<file path="src/rtl/bus_arbiter_rr4_if.sv">
// Requester/arbiter handshake bundle for the 4-way round-robin bus arbiter.
// master = requester side, slave = arbiter side.
interface bus_arbiter_rr4_if #(
  parameter int CNT_W = 8
);
  logic [3:0]       req_i;
  logic [3:0]       gnt_o;
  logic [1:0]       sel_o;
  logic             valid_o;
  logic [CNT_W-1:0] owner_cnt_o;

  modport master (output req_i, input gnt_o, sel_o, valid_o, owner_cnt_o);
  modport slave  (input req_i, output gnt_o, sel_o, valid_o, owner_cnt_o);
endinterface

</file>
<file path="src/rtl/bus_arbiter_rr4.sv">
// Round-robin arbiter for a shared 4:1 32-bit mux: registered one-hot grant,
// matching mux select, and a tenure limit that applies only under contention.
module bus_arbiter_rr4 #(
  parameter int MAX_HOLD = 8,
  parameter int CNT_W    = 8
) (
  input  logic              clk_i,
  input  logic              rst_i,
  bus_arbiter_rr4_if.slave  bus
);

  localparam logic [CNT_W-1:0] LIMIT = CNT_W'(MAX_HOLD - 1);

  typedef enum logic {IDLE, GRANT} state_t;

  state_t           state_q, state_n;
  logic [3:0]       gnt_q, gnt_n;
  logic [1:0]       sel_q, sel_n;
  logic [1:0]       ptr_q, ptr_n;
  logic [CNT_W-1:0] cnt_q, cnt_n;
  logic             valid_q;
  logic [3:0]       owner_hot;
  logic [3:0]       others;
  logic [2:0]       pick_idle;
  logic [2:0]       pick_hand;

  // Returns {found, index}; scans from start upward modulo 4, first set bit wins.
  function automatic logic [2:0] rr_pick(input logic [3:0] req, input logic [1:0] start);
    logic [2:0] r;
    logic [1:0] idx;
    r = 3'b000;
    for (int k = 3; k >= 0; k--) begin
      idx = start + 2'(k);
      if (req[idx]) r = {1'b1, idx};
    end
    return r;
  endfunction

  always_comb begin
    owner_hot = 4'b0001 << sel_q;
    // The owner is never a handover candidate, whether it released or was preempted.
    others    = bus.req_i & ~owner_hot;
    pick_idle = rr_pick(bus.req_i, ptr_q);
    pick_hand = rr_pick(others, sel_q + 2'd1);
  end

  always_comb begin
    state_n = state_q;
    gnt_n   = gnt_q;
    sel_n   = sel_q;
    ptr_n   = ptr_q;
    cnt_n   = cnt_q;
    case (state_q)
      IDLE: begin
        if (pick_idle[2]) begin
          state_n = GRANT;
          gnt_n   = 4'b0001 << pick_idle[1:0];
          sel_n   = pick_idle[1:0];
          cnt_n   = '0;
        end
      end
      GRANT: begin
        if (!bus.req_i[sel_q] || (cnt_q >= LIMIT && others != 4'b0000)) begin
          // Release or preemption: advance past the owner and hand over.
          ptr_n = sel_q + 2'd1;
          cnt_n = '0;
          if (pick_hand[2]) begin
            gnt_n = 4'b0001 << pick_hand[1:0];
            sel_n = pick_hand[1:0];
          end else begin
            state_n = IDLE;
            gnt_n   = 4'b0000;
          end
        end else if (cnt_q < LIMIT) begin
          cnt_n = cnt_q + 1'b1;
        end else begin
          cnt_n = '0;
        end
      end
      default: begin
        state_n = IDLE;
        gnt_n   = 4'b0000;
        cnt_n   = '0;
      end
    endcase
  end

  always_ff @(posedge clk_i) begin
    if (rst_i) begin
      state_q <= IDLE;
      gnt_q   <= 4'b0000;
      sel_q   <= 2'b00;
      ptr_q   <= 2'b00;
      cnt_q   <= '0;
      valid_q <= 1'b0;
    end else begin
      state_q <= state_n;
      gnt_q   <= gnt_n;
      sel_q   <= sel_n;
      ptr_q   <= ptr_n;
      cnt_q   <= cnt_n;
      valid_q <= (state_n == GRANT);
    end
  end

  assign bus.gnt_o       = gnt_q;
  assign bus.sel_o       = sel_q;
  assign bus.valid_o     = valid_q;
  assign bus.owner_cnt_o = cnt_q;

endmodule
</file>
<file path="src/flat_wrapper.sv">
// flat-port wrapper written by rule: the top's interface ports become plain ports
module bus_arbiter_rr4_flat 
#(
  parameter int MAX_HOLD = 8,
  parameter int CNT_W    = 8
)
  (clk_i, rst_i, bus_req_i, bus_gnt_o, bus_sel_o, bus_valid_o, bus_owner_cnt_o);
  bus_arbiter_rr4_if #(.CNT_W(CNT_W)) bus_i ();
  input  logic clk_i;
  input  logic rst_i;
  input wire logic [$bits(bus_i.req_i)-1:0] bus_req_i;
  output wire logic [$bits(bus_i.gnt_o)-1:0] bus_gnt_o;
  output wire logic [$bits(bus_i.sel_o)-1:0] bus_sel_o;
  output wire logic [$bits(bus_i.valid_o)-1:0] bus_valid_o;
  output wire logic [$bits(bus_i.owner_cnt_o)-1:0] bus_owner_cnt_o;
  assign bus_i.req_i = bus_req_i;
  assign bus_gnt_o = bus_i.gnt_o;
  assign bus_sel_o = bus_i.sel_o;
  assign bus_valid_o = bus_i.valid_o;
  assign bus_owner_cnt_o = bus_i.owner_cnt_o;
  bus_arbiter_rr4 #(.MAX_HOLD(MAX_HOLD), .CNT_W(CNT_W)) u_core (.clk_i(clk_i), .rst_i(rst_i), .bus(bus_i));
endmodule
</file>
<file path="config.mk">
export PLATFORM = sky130hd
export DESIGN_NAME = bus_arbiter_rr4_flat
export DESIGN_NICKNAME = d
export VERILOG_FILES = /design/src/rtl/bus_arbiter_rr4_if.sv /design/src/rtl/bus_arbiter_rr4.sv /design/src/flat_wrapper.sv
export SDC_FILE = /design/constraint.sdc
export NUM_CORES = 1
export LEC_CHECK = 0
export ABC_CLOCK_PERIOD_IN_PS = 3200
export BUFFER_PORTS_ARGS = -buffer_cell sky130_fd_sc_hd__clkbuf_2
export CAP_MARGIN = 20
export CELL_PAD_IN_SITES_DETAIL_PLACEMENT = 0
export CELL_PAD_IN_SITES_GLOBAL_PLACEMENT = 1
export CORE_MARGIN = 5
export CORE_UTILIZATION = 25
export DETAILED_ROUTE_END_ITERATION = 16
export MAX_ROUTING_LAYER = met4
export PLACE_DENSITY = 0.59
export RECOVER_POWER = 25
export SYNTH_ARGS = -nofsm -noshare
export SYNTH_HDL_FRONTEND = slang
export SYNTH_SLANG_ARGS = --single-unit
</file>
<file path="constraint.sdc">
create_clock -name clk_i -period 3.2 [get_ports clk_i]
set_input_delay 0.32 -clock clk_i [delete_from_list [all_inputs] [get_ports clk_i]]
set_output_delay 0.32 -clock clk_i [all_outputs]
set_load 0.005 [all_outputs]
</file>
==> results.txt <==
After clock tree synthesis, the repair step resized 0 gates. The number of placed instances, taps included is 187. Of all nets on the critical path, the largest fanout is 8.

On the critical path the largest part of the delay comes from compound AO/OA/AOI/OAI gates. Of the available clock period, the critical path in the final layout requires 72.3%. Setup repair after global routing left no endpoint under its margin.

From synthesis to final layout, the design area changed by 17.5%. After synthesis the cells add up to 1090 um^2. From bottom edge to top edge, the die measures 76.1 um. In the layout the commonest cells are sky130_fd_sc_hd__clkbuf_2 (17), sky130_fd_sc_hd__dfxtp_1 (17), sky130_fd_sc_hd__a21oi_1 (11), sky130_fd_sc_hd__nor2_1 (8), sky130_fd_sc_hd__nand2_1 (8). For this run, the leading register cell type out of synthesis is sky130_fd_sc_hd__dfxtp_1. The die boundary width was 76.1 um.

Final hold analysis gives a worst-case slack of 0.471 ns. The worst setup path is launched from a flip-flop. In this run the static leakage power is 0.000480 uW.

After the first detailed-routing iteration, the DRC count stood at 53. The number of nets handed over by synthesis was 129. The stage delay of the slowest cell on the critical path is 0.48 ns, and the number of setup violations in the final report is 0. The number of global-route vias before repair is 1,029, and the post-route DRC violation count is 0. Share of flip-flops with an asynchronous set or reset after synthesis: 0%.

The die covers 5790 um^2. VDD sags by at most 0.130 mV. The antenna diode count came out at 0.

After clock tree synthesis, the clock-pin slew on the worst setup and hold paths is 0.07 ns. The endpoint arrival time on the critical path came out at 2.49 ns. Transition at the pin with the smallest max-transition slack: 0.509 ns. The tools report the overall overflow remaining after global route as 0. Length of the first detailed-routing pass in iterations: 4. The maximum operating frequency is 0.432 GHz, and the register bit total from synthesis is 17. The power density over the cells was 493 nW/um^2; the starting density of the core was 25.4%. The net count of the finished layout is 151.

The worst clock skew came out at 0.00466 ns. The headroom to the max-slew limit came out at 66.0%. The routed wire length per instance was 14.1 um.

The clock passes through at most 2 buffers. The logs give 46 for the number of library cell types mapped by synthesis and 118 for the number of instances in the synthesized netlist. For the CTS sink count, the log shows 17. Combined buffer and inverter count along the critical path: 1. The flow ran to the end, and the final reports show no timing, DRC or antenna violations. For the number of hold violations in the final report, the log shows 0. By startpoint and endpoint, the worst setup path is classified as reg -> reg. The signal on the critical path passes through inv_1 > ha_1 > nand4bb_1 > a21boi_0 > a311oi_1 > a22oi_1 > a211oi_2. Routability-driven placement finished with a final weighted congestion of 0.784. The routed layout has 964 vias. Max-cap violations in this run came to 0. Sequential elements use 31.2% of the synthesized area.

Yosys printed 0 warnings. Detailed placement finished with a half-perimeter wire length of 2.11 mm. The tightest min-delay check is of the reg -> reg type. The insertion delay of the later-clocked pin in the worst-skew pair was 0.25 ns. Slowest library cell on the worst path: sky130_fd_sc_hd__dfxtp_1. After clock tree synthesis, the flow added hold-fix buffers numbering 0.

The core region is 4290 um^2. The run gives 3.37 ns as the required time at the worst-slack endpoint. The tools report the CTS buffer count as 3. The cell sitting at the root of the clock tree is a sky130_fd_sc_hd__clkbuf_8. The mean instance size in the synthesized netlist works out to 9.25 um^2. The worst path in the final design needs a cycle of 2.31 ns, including I/O delays and setup. Yosys mapped a number of flops with a built-in enable equal to 0. Entering global routing, the biggest net connects 16 pins. TritonCTS built the clock tree.

The total detailed-routing wirelength is 2.70 mm. STA classifies the critical path endpoint as a flip-flop. Adding up every negative setup slack in the final design gives 0 ns. The count of buffers added by post-CTS timing repair for setup was 0.

Using the TritonRoute via totals, the vias-per-cell ratio works out to 5.05. The first global-routing pass estimated 4.81 mm of wire. The max-slew violation count was 0; the share of cells above drive strength 1 was 29.5%. The finished layout holds 191 standard cells, fillers aside. The number of antenna violations at the first check in global routing was 0. Maximum level of the CTS H-tree: 1. Port buffering added 20 buffers. The number of cell rows was 24; the remaining number of nets flagged by the antenna check after routing was 0. The count of pins on the block boundary was 21; the overall track demand over capacity in global routing was 10.0%.
==> layout make-up <==
type	count	area (um^2)
timing repair buffer	20	96.3
fill	463	3010
sequential	17	340
clock inverter	1	5.00
tap	52	65.1
multi-input combinational	94	719
clock buffer	3	41.3
inverter	4	15.0
==> worst paths after layout <==
check / startpoint / to / slack, ns / cells past startpoint
setup / recovery: u_core.bus.sel_o[0] / u_core.bus.gnt_o[2] / 0.89 / 7
hold / removal: u_core.bus.owner_cnt_o[3] / u_core.bus.owner_cnt_o[3] / 0.47 / 2
setup reg to reg: u_core.bus.sel_o[0] / u_core.bus.gnt_o[2] / 0.89 / 7
hold reg to reg: u_core.bus.owner_cnt_o[3] / u_core.bus.owner_cnt_o[3] / 0.47 / 2
==> sequential cells by signal, summed over array words and instances (netlist names) <==
| name | cells |
|---|---|
| u_core.bus.owner_cnt_o | 8 |
| u_core.bus.gnt_o | 4 |
| u_core.bus.sel_o | 2 |
| u_core.ptr_q | 2 |
| u_core.state_q | 1 |
==> synth_stat cells (2+ instances only) <==
master | n | area (um^2)
sky130_fd_sc_hd__a211oi_1 | 2 | 15.0
sky130_fd_sc_hd__a21oi_1 | 11 | 55.1
sky130_fd_sc_hd__a22oi_1 | 3 | 22.5
sky130_fd_sc_hd__a311oi_1 | 3 | 26.3
sky130_fd_sc_hd__a311oi_2 | 3 | 45.0
sky130_fd_sc_hd__and2_1 | 6 | 37.5
sky130_fd_sc_hd__and4_1 | 3 | 26.3
sky130_fd_sc_hd__dfxtp_1 | 17 | 340
sky130_fd_sc_hd__ha_1 | 5 | 62.6
sky130_fd_sc_hd__inv_1 | 4 | 15.0
sky130_fd_sc_hd__nand2_1 | 8 | 30.0
sky130_fd_sc_hd__nand2b_1 | 4 | 25.0
sky130_fd_sc_hd__nand3_1 | 3 | 15.0
sky130_fd_sc_hd__nor2_1 | 8 | 30.0
sky130_fd_sc_hd__nor2b_2 | 3 | 26.3
sky130_fd_sc_hd__nor3b_1 | 2 | 15.0
sky130_fd_sc_hd__o21ai_0 | 4 | 20.0
==> per-layer routing <==
layer	vias to the layer above	wire, um	global-route usage [%]
met5	-	0	-
met4	0	38	4.20
met2	27	1140	14.0
li1	484	-	-
met3	4	150	2.48
met1	449	1370	13.7
==> report_power, final <==
part / switching, uW / internal (uW)
combinational: 118 / 97.3
sequential: 23.4 / 231
clock: 76.7 / 86.4
total: 218 / 414
==> worst min-delay path: stages (launching register included) <==
cell	delay, ns
sky130_fd_sc_hd__dfxtp_1	0.32
sky130_fd_sc_hd__nand2_1	0.06
sky130_fd_sc_hd__a21oi_1	0.05
==> cell families (layout without fill, tap and decap cells) <==
group	count (synthesis)	in the layout	share of synthesized area, %
and+or+nand+nor	47	47	28.0
DFF	17	17	31.2
muxes	3	3	4.01
buffers and inverters	7	28	2.87
adders and majority gates	5	5	5.73
AOI/OAI and AO/OA	39	39	28.2
==> per-stage QoR <==
step / total power [uW] / area, um^2 / worst slack, ns / util (%)
after detailed placement: 474 / 1240 / 0.903 / 28.9
final: 633 / 1280 / 0.886 / 29.9
after global placement: 471 / 1240 / 1.03 / 28.9
after global routing: 677 / 1280 / 0.675 / 29.9
after floorplan: 416 / 1090 / 1.18 / -
after CTS: 640 / 1290 / 0.889 / 30.0
(Power assumes the default switching activity.)
